**src/rtl/serial_pattern_tx.sv**
```systemverilog
`default_nettype none
// ============================================================================
// Module   : serial_pattern_tx
// Function : Latches an N-bit pattern on start and shifts it out MSB-first,
//            repeating it repeat_cnt+1 times with a GAP-cycle idle gap.
// Revision : 1.0  initial release
// ============================================================================
module serial_pattern_tx #(
  parameter int N   = 8,
  parameter int GAP = 2
) (
  input  logic         clk,
  input  logic         rst,
  input  logic         start,
  input  logic [N-1:0] data,
  input  logic [3:0]   repeat_cnt,
  output logic         a,
  output logic         a_valid,
  output logic         busy,
  output logic         done
);

  localparam int BW = $clog2(N);
  localparam int GW = (GAP > 1) ? $clog2(GAP) : 1;
  localparam logic [BW-1:0] LAST_BIT = BW'(N - 1);
  localparam logic [GW-1:0] GAP_LOAD = GW'((GAP > 0) ? GAP - 1 : 0);

  typedef enum logic [1:0] {
    S_IDLE = 2'd0,
    S_SEND = 2'd1,
    S_GAP  = 2'd2
  } state_t;

  state_t         state;
  logic [N-1:0]   pattern;
  logic [N-1:0]   shreg;
  logic [BW-1:0]  bit_cnt;
  logic [GW-1:0]  gap_cnt;
  logic [3:0]     rep;

  // shreg holds the bits still to be sent, aligned to its MSB; a always
  // carries the bit currently on the line, so bit_cnt counts bits remaining.
  always_ff @(posedge clk) begin
    if (!rst) begin
      state   <= S_IDLE;
      pattern <= '0;
      shreg   <= '0;
      bit_cnt <= '0;
      gap_cnt <= '0;
      rep     <= '0;
      a       <= 1'b0;
      a_valid <= 1'b0;
      busy    <= 1'b0;
      done    <= 1'b0;
    end else begin
      done <= 1'b0;
      case (state)
        S_IDLE: begin
          if (start) begin
            pattern <= data;
            shreg   <= {data[N-2:0], 1'b0};
            rep     <= repeat_cnt;
            bit_cnt <= LAST_BIT;
            a       <= data[N-1];
            a_valid <= 1'b1;
            busy    <= 1'b1;
            state   <= S_SEND;
          end
        end

        S_SEND: begin
          if (bit_cnt != '0) begin
            a       <= shreg[N-1];
            shreg   <= {shreg[N-2:0], 1'b0};
            bit_cnt <= bit_cnt - BW'(1);
          end else if (rep == 4'd0) begin
            a       <= 1'b0;
            a_valid <= 1'b0;
            busy    <= 1'b0;
            done    <= 1'b1;
            state   <= S_IDLE;
          end else begin
            rep <= rep - 4'd1;
            if (GAP > 0) begin
              a       <= 1'b0;
              a_valid <= 1'b0;
              gap_cnt <= GAP_LOAD;
              state   <= S_GAP;
            end else begin
              // back-to-back: next frame's MSB follows the last bit directly
              a       <= pattern[N-1];
              shreg   <= {pattern[N-2:0], 1'b0};
              bit_cnt <= LAST_BIT;
            end
          end
        end

        S_GAP: begin
          if (gap_cnt != '0) begin
            gap_cnt <= gap_cnt - GW'(1);
          end else begin
            a       <= pattern[N-1];
            shreg   <= {pattern[N-2:0], 1'b0};
            bit_cnt <= LAST_BIT;
            a_valid <= 1'b1;
            state   <= S_SEND;
          end
        end

        default: begin
          state <= S_IDLE;
        end
      endcase
    end
  end

endmodule
`default_nettype wire

```
**config.mk**
```make
export PLATFORM = sky130hd
export DESIGN_NAME = serial_pattern_tx
export DESIGN_NICKNAME = d
export VERILOG_FILES = /design/src/rtl/serial_pattern_tx.sv
export SDC_FILE = /design/constraint.sdc
export NUM_CORES = 1
export LEC_CHECK = 0
export CORE_MARGIN = 8
export CORE_UTILIZATION = 45
export CTS_CLUSTER_SIZE = 25
export DETAILED_ROUTE_END_ITERATION = 10
export GPL_TIMING_DRIVEN = 0
export MAX_ROUTING_LAYER = met4
export PLACE_DENSITY = 0.69
export RECOVER_POWER = 50
export SLEW_MARGIN = 15
export SYNTH_ARGS = -nofsm -noshare
export SYNTH_HDL_FRONTEND = slang
export SYNTH_SLANG_ARGS = --single-unit
```
**constraint.sdc**
```tcl
create_clock -name clk -period 1.9 [get_ports clk]
set_input_delay 0.38 -clock clk [delete_from_list [all_inputs] [get_ports clk]]
set_output_delay 0.38 -clock clk [all_outputs]
set_load 0.01 [all_outputs]
```
* Word level (Yosys, flattened, before mapping)
Cells that the tools add are included.
** Word-level totals
- Bits in registers :: 30
- Bits of input ports :: 15
- Output and inout port bits :: 4
- Word-level logic and storage cells :: 71
** Operators by class
- Add/subtract/negate cells :: 3
- Eq/ne operators :: 8
- Multiplexer cells :: 33
- Bitwise logic cells :: 2
- Reductions and logical operators :: 15
** Operators with widths (number)
- two-way mux 8 bit :: 3
- one-hot mux 8 bit (3 select lines) :: 1
- AND reduction 4 bit :: 4
- two-way mux 1 bit :: 12
- two-way mux 4 bit :: 3
- inequality test 2 bit (second input constant) :: 6
- two-way mux 3 bit :: 3
- one-hot mux 3 bit (3 select lines) :: 1
- AND reduction 3 bit :: 3
- two-way mux 2 bit :: 4
- one-hot mux 4 bit (2 select lines) :: 1
- one-hot mux 1 bit (3 select lines) :: 2
- one-hot mux 2 bit (3 select lines) :: 1
- nonzero test 3 bit :: 2
- logical NOT 4 bit :: 1
- one-hot mux 1 bit (2 select lines) :: 2
- nonzero test 2 bit :: 2
- subtractor 4 x 1 -> 4 bit (second input constant) :: 1
- OR reduction 3 bit :: 1
- subtractor 3 x 1 -> 3 bit (second input constant) :: 1
- equality test 2 x 1 -> 1 bit (second input constant) :: 1
- equality test 2 bit (second input constant) :: 1
- logical NOT 2 bit :: 1
- NOT 1 bit :: 2
- other kinds (2) :: 2

* Depth between registers and ports, before layout
- Depth in word-level cells :: 4
- Gate-level depth with buffers :: 8
- Depth with buffers taken out :: 7

* Least setup slack after synthesis
OpenSTA, ideal clock, no wires.
- Kind :: register to register
- Start point :: reg bit_cnt[0]
- End point :: reg shreg[6]
- Arrival :: 1.736 ns
- Required time :: 1.826 ns
- Slack :: 0.090 ns
- Stages on the path, launching flop included :: 9
- Buffers on the path :: 1
- Clock period less this slack :: 1.810 ns
- Cells stage by stage :: dfxtp_1 -> inv_1 -> ha_1 -> ha_1 -> and2_1 -> a2111oi_4 -> buf_6 -> o2111ai_1 -> o21ai_0
** Between the ends
- Longest elaborated chain between the ends :: 3
** RTL lines
- from (decl) :: line 37 : logic [BW-1:0] bit_cnt;
- from (signal assigned) :: line 75 : bit_cnt <= bit_cnt - BW'(1);
- nonzero test 3 bit :: line 72 : if (bit_cnt != '0) begin
- inequality test 2 bit (no line)
- AND reduction 4 bit (no line)
- to (signal assigned) :: line 74 : shreg <= {shreg[N-2:0], 1'b0};
- to (signal assigned) :: line 92 : shreg <= {pattern[N-2:0], 1'b0};
- to (signal assigned) :: line 103 : shreg <= {pattern[N-2:0], 1'b0};
- to (decl) :: line 36 : logic [N-1:0] shreg;
No other way between the ends.
A chain may end at the register's enable or synchronous reset.

* Worst setup path after layout
- Start point :: reg state[0]
- End point :: reg bit_cnt[0]
** Between the ends
- Longest elaborated chain between the ends :: 3
- Elaborated cells on any way between the ends :: 9
- Classes of those cells :: 5 x eq/ne; 1 x mux; 3 x reduce/logical
** RTL lines
- from (decl) :: line 34 : state_t state;
- from (signal assigned) :: line 45 : state <= S_IDLE;
- from (signal assigned) :: line 67 : state <= S_SEND;
- from (signal assigned) :: line 81 : state <= S_IDLE;
- equality test 2 x 1 -> 1 bit, or another cell as far along :: line 57 : case (state)
- inequality test 2 bit (no line) / nonzero test 3 bit (equally long branches)
- AND reduction 4 bit (no line)
Parallel ways exist; a longest one is shown, timed or not.

==> results.yml <==
critical_path:
  worst-r2r-cell-count: 8
  r2r-end: "bit_cnt[0]$_SDFFE_PN0P_"
  endpoint_kind: "register"
  crit_required_ns: 2.13
  rr_startpoint: "state[0]$_SDFFE_PN0P_"
  r2r_setup_slack_ns: 0.09
  startpoint_type: "register"
  arrival_ns: 2.04
  path_max_fanout: 7
  crit_type: "reg -> reg"
logic_synthesis:
  synth_edf_count: 0
  synth.most_common_cell: "nand2_1"
  ys_seq_elements: 29
  synth_area_um2: 1520
  ys_seq_area_share_pct: 38.2
  syn_area_per_cell_um2: 8.79
  synth_top_cell_by_area: "dfxtp_1"
  ys_warn_count: 0
  syn_inst: 173
  synth_ff_type: "dfxtp_1"
  synth_top_area_share_pct: 38.2
  yosys-top-cells-area: "dfxtp_1, nand2_1, ha_1"
  syn_nets: 195
  synth_common_cells: "nand2_1, dfxtp_1, o21ai_0"
  synth.distinct_cells: 40
  async_flop_share_pct: 0
worst_hold_path:
  min_from: "busy$_SDFFE_PN0P_"
  min_path_cells: 2
  hold_class: "reg -> reg"
  whs_endpoint: "busy$_SDFFE_PN0P_"
global_routing:
  antenna_found_initial: 0
  grt_max_degree: 11
  grt_pass1_vias: 1389
  grt_pass1_wl_mm: 6.38
  gr-total-overflow: 0
  grt_use_total_pct: 15.6
routing:
  vias: 1377
  dr.first_iter.drc_count: 67
  drtAntennaViolNets: 0
  drc: 0
  wire_per_inst_um: 15.7
  drt_wl_total_mm: 3.91
  drtPass1Iterations: 4
  viasPerCell: 5.53
timing:
  worst_pin_slew_ns: 0.533
  fin_hold_ws_ns: 0.466
  timing.final.setup_violations: 0
  period_share_pct: 95.2
  fmax_mhz: 553
  fin_crit_ns: 1.81
  report.final.slew_viol_count: 0
  max_slew_margin_pct: 64.5
  hold_viol: 0
  finalClockSkew_ns: 0.00928
clock_tree:
  root_buffer: "clkbuf_4"
  ctsLongestPathBuffers: 2
  clock-sinks: 29
  clk_transition_reported_paths_ns: 0.10
  cts_buffers: 5
  cts_max_level: 2
  cts_tree: "done"
  clk_latency_ns: 0.33
power:
  p_leak_nw: 0.762
  p_per_area_nw_per_um2: 1690
  power_mw: 3.27
  peakVddDrop_mv: 0.767
flow_run:
  drv_cap: 0
floorplan:
  io_pins: 19
  dieArea_um2: 5490
  core_um2: 3280
  die_h_um: 74.1
  die_w_um: 74.1
  placementRows: 21
  initial_utilization_pct: 46.3
final_layout:
  fill_cells: 297
  drive_gt1_share_pct: 20.7
  antenna_cells: 0
  syn_to_final_growth_pct: 27.5
  nets: 224
placed_design:
  gp_congestion: 0.820
  dp_hpwl_mm: 2.67
  io_buffers: 18
outcome:
  outcome: "completed"
[cells in the final DEF (no fill, tap or decap), types with 7 or more instances in the layout]
cell type         n
o21ai_0          11
o2111ai_1         7
nand2_1          33
dfxtp_1          25
a21boi_0          8
a221o_1           7
inv_1            11
clkdlybuf4s50_1  14
[metrics by stage]
stage / setup TNS (ns) / cells / area [µm²] / util [%] / setup WS [ns]
after floorplan: 0 / 173 / 1520 / - / 0.0897
after global placement: -2.29 / 237 / 1760 / 53.5 / -0.211
after detailed placement: -2.67 / 237 / 1760 / 53.5 / -0.257
after CTS: 0 / 246 / 1870 / 56.8 / 0.000313
after global routing: -0.00912 / 249 / 1940 / 59.0 / -0.00376
final: 0 / 249 / 1940 / 59.0 / 0.0915
[critical path, stage by stage (launching register included)]
cell and delay, ns:
dfxtp_2 0.37, inv_1 0.07, ha_1 0.20, buf_4 0.17, nor3_1 0.33, a2111oi_4 0.09
buf_6 0.16, buf_4 0.13, o211a_1 0.19
[cell type report]
class                   instances  area [µm²]  share of cell area (%)
multi-input cells             121         891                    46.0
flip-flops and latches         29         586                    30.2
repair buffers                 23         215                    11.1
plain buffers                  10        58.8                    3.03
well taps                      46        57.6                    2.97
clock buffers                   7        55.1                    2.84
inverters                      12        45.0                    2.32
clock inverters                 1        30.0                    1.55
[per-layer routing]
metal	track usage [%]	up-vias	wire [µm]
li1	-	682	-
met1	17.2	647	1680
met2	25.9	41	1970
met3	4.85	7	188
met4	5.32	0	64
met5	-	-	0
[registers in the layout, summed over array words and instances, names as in the netlist]
signal,count
pattern,8
shreg,7
rep,4
bit_cnt,3
state,2
a,1
a_valid,1
busy,1
done,1
gap_cnt,1
[report_power, final]
part	switching, mW	leakage, nW	total [mW]	internal, mW
Combinational	0.951	0.476	1.78	0.832
Clock	0.224	0.0455	0.538	0.314
Sequential	0.140	0.240	0.954	0.814
[worst max path at each step]
stage,slack [ns],depth (start not counted),to,startpoint
floorplan,0.09,8,shreg[6]$_SDFFE_PN0P_,bit_cnt[0]$_SDFFE_PN0P_
global placement,-0.21,6,shreg[7]$_SDFFE_PN0P_,start
detailed placement,-0.26,6,shreg[7]$_SDFFE_PN0P_,start
CTS,0.0003,7,rep[0]$_SDFFE_PN0P_,state[1]$_SDFFE_PN0P_
global route,-0.004,8,shreg[1]$_SDFFE_PN0P_,bit_cnt[1]$_SDFFE_PN0P_
finish,0.09,8,bit_cnt[0]$_SDFFE_PN0P_,state[0]$_SDFFE_PN0P_
[logic make-up after synthesis]
kind of cell	count (synthesis)	synth area share (%)
buffers and inverters	23	7.00
adders and majority gates	7	5.76
and+or+nand+nor	58	18.6
muxes	2	1.32
xor gates and xnor gates	1	0.576
DFF	29	38.2
AOI/OAI and AO/OA	53	28.6
[timing repair]
action | 4_1_cts | 5_1_grt
buffers inserted | 2 | 2
cloned | 0 | 1
resized for setup | 4 | 18
pin swaps | 1 | 2
endpoints found under the setup margin | 12 | 15
hold buffers | 0 | 0
Note: power is estimated with default switching activity, not from simulation.
